File: src/rtl/btn_pkg.sv
// btn_pkg: shared types and constants for the front-panel button debouncer.
//   btn_state_t  : per-channel debounce FSM state (2 bits)
//   BTN_IDLE_LVL : pad level of a released (active-low) button
package btn_pkg;

  typedef enum logic [1:0] {
    RELEASED    = 2'd0,
    PRESS_CHK   = 2'd1,
    PRESSED     = 2'd2,
    RELEASE_CHK = 2'd3
  } btn_state_t;

  localparam logic BTN_IDLE_LVL = 1'b1;

endpackage

File: src/rtl/btn_debounce_ch.sv
// btn_debounce_ch: one button channel.
// Contains the synchroniser chain, the counter-based debounce FSM and the
// registered press/release strobes. When BTN_REPEAT_EN is defined, it also
// contains hold-to-auto-repeat.
// Ports:
//   CLK      : system clock
//   RESETn   : asynchronous active-low reset
//   iPad     : raw pad input, active-low, asynchronous to CLK
//   oLevel   : debounced level, 1 = pressed
//   oPress   : one-cycle strobe on committed press (plus repeat strobes)
//   oRelease : one-cycle strobe on committed release
// Macro: BTN_REPEAT_EN enables the auto-repeat counter.
module btn_debounce_ch
  import btn_pkg::*;
#(
  parameter int          SYNC_STAGES   = 2,
  parameter logic [15:0] DEBOUNCE_CYC  = 16'd50000,
  parameter logic [23:0] REPEAT_DELAY  = 24'd5000000,
  parameter logic [23:0] REPEAT_PERIOD = 24'd1000000
) (
  input  logic CLK,
  input  logic RESETn,
  input  logic iPad,
  output logic oLevel,
  output logic oPress,
  output logic oRelease
);

  localparam int CNT_W = $clog2(int'(DEBOUNCE_CYC) + 1);

  logic [SYNC_STAGES-1:0] syncQ;
  logic                   s;
  btn_state_t             stateQ, stateD;
  logic [CNT_W-1:0]       cntQ, cntD;
  logic                   levelQ, levelD;
  logic                   pressQ, pressD;
  logic                   releaseQ, releaseD;
  logic                   rptHit;

  // Plain shift chain; only the last stage feeds the FSM.
  always_ff @(posedge CLK or negedge RESETn) begin
    if (!RESETn) syncQ <= {SYNC_STAGES{BTN_IDLE_LVL}};
    else         syncQ <= {syncQ[SYNC_STAGES-2:0], iPad};
  end

  assign s = syncQ[SYNC_STAGES-1];

  always_ff @(posedge CLK or negedge RESETn) begin
    if (!RESETn) begin
      stateQ   <= RELEASED;
      cntQ     <= '0;
      levelQ   <= 1'b0;
      pressQ   <= 1'b0;
      releaseQ <= 1'b0;
    end else begin
      stateQ   <= stateD;
      cntQ     <= cntD;
      levelQ   <= levelD;
      pressQ   <= pressD;
      releaseQ <= releaseD;
    end
  end

  // The entry cycle counts as the first stable sample, so a commit happens
  // on the DEBOUNCE_CYC-th consecutive stable sample.
  always_comb begin
    stateD   = stateQ;
    cntD     = cntQ;
    levelD   = levelQ;
    pressD   = rptHit;
    releaseD = 1'b0;
    unique case (stateQ)
      RELEASED: begin
        if (s != BTN_IDLE_LVL) begin
          stateD = PRESS_CHK;
          cntD   = CNT_W'(1);
        end
      end
      PRESS_CHK: begin
        if (s == BTN_IDLE_LVL) begin
          stateD = RELEASED;
          cntD   = '0;
        end else if (cntQ == CNT_W'(DEBOUNCE_CYC - 16'd1)) begin
          stateD = PRESSED;
          cntD   = '0;
          levelD = 1'b1;
          pressD = 1'b1;
        end else begin
          cntD = cntQ + CNT_W'(1);
        end
      end
      PRESSED: begin
        if (s == BTN_IDLE_LVL) begin
          stateD = RELEASE_CHK;
          cntD   = CNT_W'(1);
        end
      end
      RELEASE_CHK: begin
        if (s != BTN_IDLE_LVL) begin
          stateD = PRESSED;
          cntD   = '0;
        end else if (cntQ == CNT_W'(DEBOUNCE_CYC - 16'd1)) begin
          stateD   = RELEASED;
          cntD     = '0;
          levelD   = 1'b0;
          releaseD = 1'b1;
        end else begin
          cntD = cntQ + CNT_W'(1);
        end
      end
      default: begin
        stateD = RELEASED;
        cntD   = '0;
      end
    endcase
  end

`ifdef BTN_REPEAT_EN
  localparam int RPT_MAX = (int'(REPEAT_DELAY) > int'(REPEAT_PERIOD)) ?
                           int'(REPEAT_DELAY) : int'(REPEAT_PERIOD);
  localparam int RPT_W   = $clog2(RPT_MAX + 1);

  logic [RPT_W-1:0] rptCntQ;
  logic             rptFirstQ;   // first (long) delay already elapsed
  logic             rptClr;

  // Cleared on a fresh press commit and on a release commit; a bounce back
  // from RELEASE_CHK keeps the count.
  assign rptClr = (stateQ == PRESS_CHK && stateD == PRESSED) || releaseD;

  assign rptHit = (stateQ == PRESSED) &&
                  (rptFirstQ ? (rptCntQ == RPT_W'(REPEAT_PERIOD - 24'd1))
                             : (rptCntQ == RPT_W'(REPEAT_DELAY  - 24'd1)));

  always_ff @(posedge CLK or negedge RESETn) begin
    if (!RESETn) begin
      rptCntQ   <= '0;
      rptFirstQ <= 1'b0;
    end else if (rptClr) begin
      rptCntQ   <= '0;
      rptFirstQ <= 1'b0;
    end else if (stateQ == PRESSED) begin
      if (rptHit) begin
        rptCntQ   <= '0;
        rptFirstQ <= 1'b1;
      end else begin
        rptCntQ <= rptCntQ + RPT_W'(1);
      end
    end
  end
`else
  assign rptHit = 1'b0;
`endif

  assign oLevel   = levelQ;
  assign oPress   = pressQ;
  assign oRelease = releaseQ;

endmodule

File: src/rtl/btn_debounce_multi.sv
// btn_debounce_multi: N_BTN independent debounced button channels.
// Ports:
//   CLK         : system clock
//   RESETn      : asynchronous active-low reset
//   iExtBtn     : raw pad inputs, active-low (1 = released)
//   oBtnLevel   : debounced levels, 1 = pressed
//   oBtnPress   : one-cycle press strobes (plus repeat strobes)
//   oBtnRelease : one-cycle release strobes
// Macro: BTN_REPEAT_EN enables hold-to-auto-repeat on every channel.
module btn_debounce_multi #(
  parameter int          N_BTN         = 4,
  parameter int          SYNC_STAGES   = 2,
  parameter logic [15:0] DEBOUNCE_CYC  = 16'd50000,
  parameter logic [23:0] REPEAT_DELAY  = 24'd5000000,
  parameter logic [23:0] REPEAT_PERIOD = 24'd1000000
) (
  input  logic             CLK,
  input  logic             RESETn,
  input  logic [N_BTN-1:0] iExtBtn,
  output logic [N_BTN-1:0] oBtnLevel,
  output logic [N_BTN-1:0] oBtnPress,
  output logic [N_BTN-1:0] oBtnRelease
);

  for (genvar i = 0; i < N_BTN; i++) begin : gCh
    btn_debounce_ch #(
      .SYNC_STAGES  (SYNC_STAGES),
      .DEBOUNCE_CYC (DEBOUNCE_CYC),
      .REPEAT_DELAY (REPEAT_DELAY),
      .REPEAT_PERIOD(REPEAT_PERIOD)
    ) uCh (
      .CLK     (CLK),
      .RESETn  (RESETn),
      .iPad    (iExtBtn[i]),
      .oLevel  (oBtnLevel[i]),
      .oPress  (oBtnPress[i]),
      .oRelease(oBtnRelease[i])
    );
  end

endmodule

File: config.mk
export PLATFORM = sky130hd
export DESIGN_NAME = btn_debounce_multi
export DESIGN_NICKNAME = d
export VERILOG_FILES = /design/src/rtl/btn_pkg.sv /design/src/rtl/btn_debounce_ch.sv /design/src/rtl/btn_debounce_multi.sv
export SDC_FILE = /design/constraint.sdc
export NUM_CORES = 1
export LEC_CHECK = 0
export BUFFER_PORTS_ARGS = -buffer_cell sky130_fd_sc_hd__buf_2
export CAP_MARGIN = 20
export CORE_ASPECT_RATIO = 1.5
export CORE_MARGIN = 2
export CORE_UTILIZATION = 60
export CTS_CLUSTER_SIZE = 28
export DETAILED_ROUTE_END_ITERATION = 8
export PLACE_DENSITY = 0.9
export SLEW_MARGIN = 10
export SYNTH_ARGS = -nofsm -noshare
export SYNTH_HDL_FRONTEND = slang
export SYNTH_SLANG_ARGS = --single-unit
File: constraint.sdc
create_clock -name CLK -period 2.25 [get_ports CLK]
set_input_delay 0.3375 -clock CLK [delete_from_list [all_inputs] [get_ports CLK]]
set_output_delay 0.3375 -clock CLK [all_outputs]
set_load 0.01 [all_outputs]
==> impl_metrics.tcl, run 1 <==
set metrics [dict create \
    status "finished, final reports clean" \
    worst_setup_path_start_kind "register" \
    routed_wl_um 11200 \
    cap_violations 0 \
    final_core_util_pct 66.1 \
    synth_top_cell_by_area "dfrtp_1" \
    hold_viol 0 \
    io_pins 18 \
    slew_violations 0 \
    ant_nets 0 \
    cts_root_buffer "clkbuf_16" \
    hp-class "in2reg" \
    cts_buffer_depth 2 \
    crit_fanout 8 \
    ys_warn_count 0 \
    path_delay_family "simple AND/OR/NAND/NOR gates" \
    std_cell_rows 41 \
    max_stage_delay_ps 590 \
    crit_type "reg2reg" \
    core_mm2 0.00831 \
    fin_crit_sh_pct 93.5 \
    syn-num-nets 533 \
    worst_slew_pin_slew_ps 681 \
    max-vdd-ir-drop_mv 0.468 \
    io_buffers 17 \
    post-route-drc-count 0 \
    clk_pin_slew_ps 60 \
    cts_setup_buffers 0 \
    netlist_instances 523 \
    final.setup_skew_ps 7.06 \
    dieArea_mm2 0.00921 \
    fmax_ghz 0.475 \
    crit_path_top_delay_cell "nor4_1" \
    whs_ps 91.3 \
    synth_commonest_cells "84 x dfrtp_1, 45 x a31oi_1, 31 x nand2_1" \
    post_drt_wl_per_cell_um 17.6 \
    cts_sinks 92 \
    cts_buffers 9 \
    vias 4378 \
    initial_core_util_pct 61.0 \
    ys_seq_elements 92 \
    grt_overflow 0 \
    htreeDepth 3 \
    power_density_mw_per_mm2 639 \
    setup_violations 0 \
    synthesis.area_mm2 0.00507 \
    fin_nets 535 \
    drt_pre_antenna_iters 5 \
    grt_pass1_vias 4148 \
    gp_congestion 1.00 \
    fin_crit_ps 2100 \
    critPathBufInv 1 \
    antenna_found_initial 0 \
    clkLatencyLatePin_ps 340 \
    synth_enable_flop_cells 0 \
    fin_cells 637 \
    end_kind "register" \
    ys_seq_area_share_pct 45.6 \
    async_flop_share_pct 100 \
    ys_top_cells_by_area "dfrtp_1 41%, a31oi_1 5.6%, dfstp_2 4.1%" \
    vias_per_cell 6.87 \
    die_h_um 117 \
    synth_ff_type "dfrtp_1" \
    grt_max_degree 63 \
    synth_top_area_share_pct 41.5 \
    path_cells "or3_1 -> nor4_1 -> buf_4 -> o311ai_0 -> o21a_1" \
    dp_slack_ps 219 \
    fp.dieW_um 79.0 \
    syn2layout_area_growth_pct 8.47 \
    diodes 0 \
    p_leak_nw 2.26 \
    drt_iter0_markers 248 \
    arrival_ps 2340 \
    fin_tns_setup_ps 0 \
    grt_pass1_wl_um 19200 \
    hpwlAfterDp_um 7410 \
    rsz0062_at_grt "false" \
    gr-usage-all-layers_pct 26.0 \
    required_ps 2480 \
    fin_ws_ps 146 \
    dp.cells 620 \
    drive_gt1_share_pct 14.2 \
    yosysUniqueCellTypes 68 \
    maxSlewHeadroom_pct 54.2 \
    tritoncts "built" \
    avgSynthCellArea_um2 9.69 \
    yosysMostFrequentCell "dfrtp_1" \
]
routing by layer:
layer  up-vias  GRT usage, %  share of wire [%]
met3        16          4.64                4.0
met5         -             0                  0
met1      2188          31.6                 40
met4         0          9.77                2.0
met2       134          46.2                 54
li1       2040             -                  -
final cells by class:
cell class	instances	area, um2
Tap cell	107	134
Clock buffer	13	270
Timing Repair Buffer	33	235
Clock inverter	3	43.8
Inverter	19	71.3
Multi-Input combinational cell	370	2430
Sequential cell	92	2310
Fill cell	640	2810
timing repair:
item,CTS,global route
hold buffers,1,0
gates resized for setup,0,2
setup endpoints to repair,0,2
endpoints found under the hold margin,30,0
worst reg2reg max path, delay by kind of cell (launching register included):
| kind | cells | cell delay (ps) |
|---|---|---|
| and+or+nand+nor | 2 | 1000 |
| DFF | 1 | 420 |
| buffers and inverters | 1 | 280 |
| AOI/OAI and AO/OA | 2 | 300 |
cells by family (layout without fill, tap and decap cells):
| logic type | Yosys count | count (layout) | share of synthesized area (%) |
|---|---|---|---|
| compound gates | 142 | 142 | 19.7 |
| mux | 3 | 3 | 0.617 |
| fa+ha+maj | 4 | 4 | 0.988 |
| simple gates | 216 | 216 | 25.8 |
| flops | 92 | 92 | 45.6 |
| xor+xnor | 5 | 5 | 0.864 |
| buf+inv | 61 | 68 | 6.49 |
flip-flops by register name, summed over array words and instances (netlist names), named ones only:
register and count:
gCh.uCh.cntQ 64, gCh.uCh.oLevel 4, gCh.uCh.oPress 4, gCh.uCh.stateQ 4, gCh.uCh.oRelease 4, gCh.uCh.syncQ 8
stage by stage:
step	area, um2	power [W]
2_1_floorplan	5070	0.00189
3_3_place_gp	5170	0.00196
3_5_place_dp	5170	0.00197
4_1_cts	5490	0.00354
5_1_grt	5500	0.00363
6_report	5500	0.00351
layout by cell type, fill, tap and decap left out, types with 9 or more instances in the layout:
cell type	count
nand4_1	17
dfrtp_1	84
nor4_1	23
a31oi_1	45
nor3_1	25
nand2_1	31
nand3_1	27
o21a_1	9
nor2_1	13
inv_1	19
clkbuf_16	9
or3_1	10
o21ai_0	20
buf_4	14
buf_2	16
and3_1	13
worst paths after layout:
| path | cells after the start | startpoint | end | slack (ps) |
|---|---|---|---|---|
| max | 5 | gCh[1].uCh.cntQ[13] | gCh[1].uCh.cntQ[10] | 150 |
| min | 1 | iExtBtn[3] | gCh[3].uCh.syncQ[0] | 90 |
| max reg2reg | 5 | gCh[1].uCh.cntQ[13] | gCh[1].uCh.cntQ[10] | 150 |
| min reg2reg | 0 | gCh[3].uCh.syncQ[0] | gCh[3].uCh.syncQ[1] | 350 |
| max in group asynchronous | 3 | RESETn | gCh[0].uCh.syncQ[1] | 1070 |
| min in group asynchronous | 2 | RESETn | gCh[3].uCh.cntQ[13] | 460 |
power by group:
group / leakage, nW / internal [W] / switching (W)
registers: 1.24 / 0.00170 / 0.0000459
clock network: 0.156 / 0.000952 / 0.000617
logic: 0.871 / 0.0000734 / 0.000128
total: 2.26 / 0.00272 / 0.000791
Note: power is estimated with default switching activity, not from simulation.
==> inputs of run 2 (changes only) <==
--- a/config.mk
+++ b/config.mk
@@ -8,7 +8,7 @@
 export BUFFER_PORTS_ARGS = -buffer_cell sky130_fd_sc_hd__buf_2
 export CAP_MARGIN = 20
 export CORE_ASPECT_RATIO = 1.5
-export CORE_MARGIN = 2
+export CORE_MARGIN = 5
 export CORE_UTILIZATION = 60
 export CTS_CLUSTER_SIZE = 28
 export DETAILED_ROUTE_END_ITERATION = 8
==> impl_metrics.tcl, run 2 (synthesis results as in run 1) <==
set metrics [dict create \
    status "finished, final reports clean" \
    diodes 0 \
    post-route-drc-count 0 \
    largestRegisters "gCh.uCh.cntQ (64), gCh.uCh.syncQ (8)" \
    cts_buffers 9 \
    max-vdd-ir-drop_mv 0.451 \
    layout_common_cells "84 x dfrtp_1, 45 x a31oi_1, 31 x nand2_1, 27 x nand3_1, 25 x nor3_1" \
    htreeDepth 3 \
    cts_setup_buffers 0 \
    fin_crit_ps 2080 \
    drt_iter0_markers 334 \
    cap_violations 0 \
    cts_sinks 92 \
    top_register "gCh.uCh.cntQ" \
    fin_nets 533 \
    io_pins 18 \
    hp-class "in2async" \
    antenna_found_initial 0 \
    fill_cells 648 \
    routed-wl-met3_um 640 \
    fin_tns_setup_ps 0 \
    seqCellArea_mm2 0.00231 \
    fmax_ghz 0.481 \
    slew_violations 0 \
    cts_hold_buf 0 \
    initial_core_util_pct 61.0 \
    crit_type "reg2reg" \
    required_ps 2480 \
    setup_violations 0 \
    final.setup_skew_ps 6.39 \
    power_density_mw_per_mm2 633 \
    drt_pre_antenna_iters 5 \
    hpwlAfterDp_um 7730 \
    gr-usage-all-layers_pct 23.8 \
    wirelength_met1_um 4450 \
    cts_buffer_depth 2 \
    final_core_util_pct 65.5 \
    vias_per_cell 6.86 \
    p_leak_nw 2.24 \
    grt_pass1_wl_um 20200 \
    routed_wl_um 11500 \
    worst_slew_pin_slew_ps 623 \
    io_buffers 17 \
    dieArea_mm2 0.0104 \
    grt_pass1_vias 4276 \
    ant_nets 0 \
    syn2layout_area_growth_pct 7.41 \
    met2WireLength_um 6090 \
    largest_reg_flops 64 \
    drive_gt1_share_pct 13.8 \
    multi_input_area_mm2 0.00243 \
    fp.dieW_um 85.0 \
    fin_crit_sh_pct 92.3 \
    die_h_um 123 \
    rsz0062_at_grt "false" \
    core_mm2 0.00831 \
    end_kind "register" \
    final_common_cell "dfrtp_1" \
    clk_pin_slew_ps 70 \
    gp_congestion 0.906 \
    hold_viol 0 \
    post_drt_wl_per_cell_um 18.1 \
    grt_overflow 0 \
    worst_setup_path_start_kind "register" \
    clkLatencyLatePin_ps 340 \
    tritoncts "built" \
    std_cell_rows 41 \
    maxSlewHeadroom_pct 58.4 \
    grt_max_degree 48 \
    crit_fanout 19 \
    top_layer "met4" \
    cts_root_buffer "clkbuf_16" \
    vias 4359 \
    arrival_ps 2300 \
    reg2reg_depth 5 \
]
==> run 2: cell types whose count changed in the layout (fill, tap and decap cells not counted), sizes merged <==
cell,before,now
clkbuf,13,10
clkinvlp,0,2
buf,32,31
dlygate4sd3,1,0
inv,19,20
==> run 2: path summary, 6_finish.rpt <==
path	slack [ps]	from	to
worst max-delay path	170	gCh[2].uCh.cntQ[5]	gCh[2].uCh.cntQ[11]
worst min-delay path	1	RESETn	gCh[3].uCh.cntQ[4]
worst max register to register	170	gCh[2].uCh.cntQ[5]	gCh[2].uCh.cntQ[11]
worst min register to register	350	gCh[3].uCh.syncQ[0]	gCh[3].uCh.syncQ[1]
max in group asynchronous	1550	RESETn	gCh[1].uCh.syncQ[1]
min in group CLK	90	iExtBtn[0]	gCh[0].uCh.syncQ[0]
==> run 2: layer usage <==
| metal | vias to the layer above | global-route usage, % |
|---|---|---|
| li1 | 2038 | - |
| met1 | 2105 | 29.5 |
| met2 | 186 | 39.8 |
| met3 | 30 | 4.50 |
| met4 | 0 | 11.7 |
| met5 | - | 0 |
==> run 2: layout make-up <==
class,instances,share of cell area [%]
clock buffers,10,4.21
clock inverters,6,1.17
repair buffers,31,3.77
inverters,19,1.31
multi-input cells,370,44.6
flip-flops and latches,92,42.5
well taps,107,2.46
==> run 2: worst max-delay path: stages (launching register included) <==
cell and delay [ps]:
dfrtp_1 430, or4bb_1 560, nor4_4 290, buf_4 270, and4bb_1 210, o22a_1 190
==> run 2: per-stage QoR <==
step	cell area [um2]	power, W	instances	setup slack [ps]	hold WS [ps]
after floorplan	5070	0.00189	523	379	41.9
after global placement	5150	0.00195	619	256	346
after detailed placement	5150	0.00197	619	163	348
after CTS	5440	0.00347	635	123	19.6
after global routing	5440	0.00358	635	40.4	39.4
final	5440	0.00345	635	173	0.962
==> run 2: power by group <==
| group | switching [W] | internal, W |
|---|---|---|
| sequential | 0.0000443 | 0.00169 |
| combinational | 0.000130 | 0.0000730 |
| clock | 0.000645 | 0.000861 |
==> run 2: timing repair <==
item                                    CTS  global route
gates resized for setup                   0             1
endpoints found under the setup margin    0             1
hold endpoints to repair                  0             0
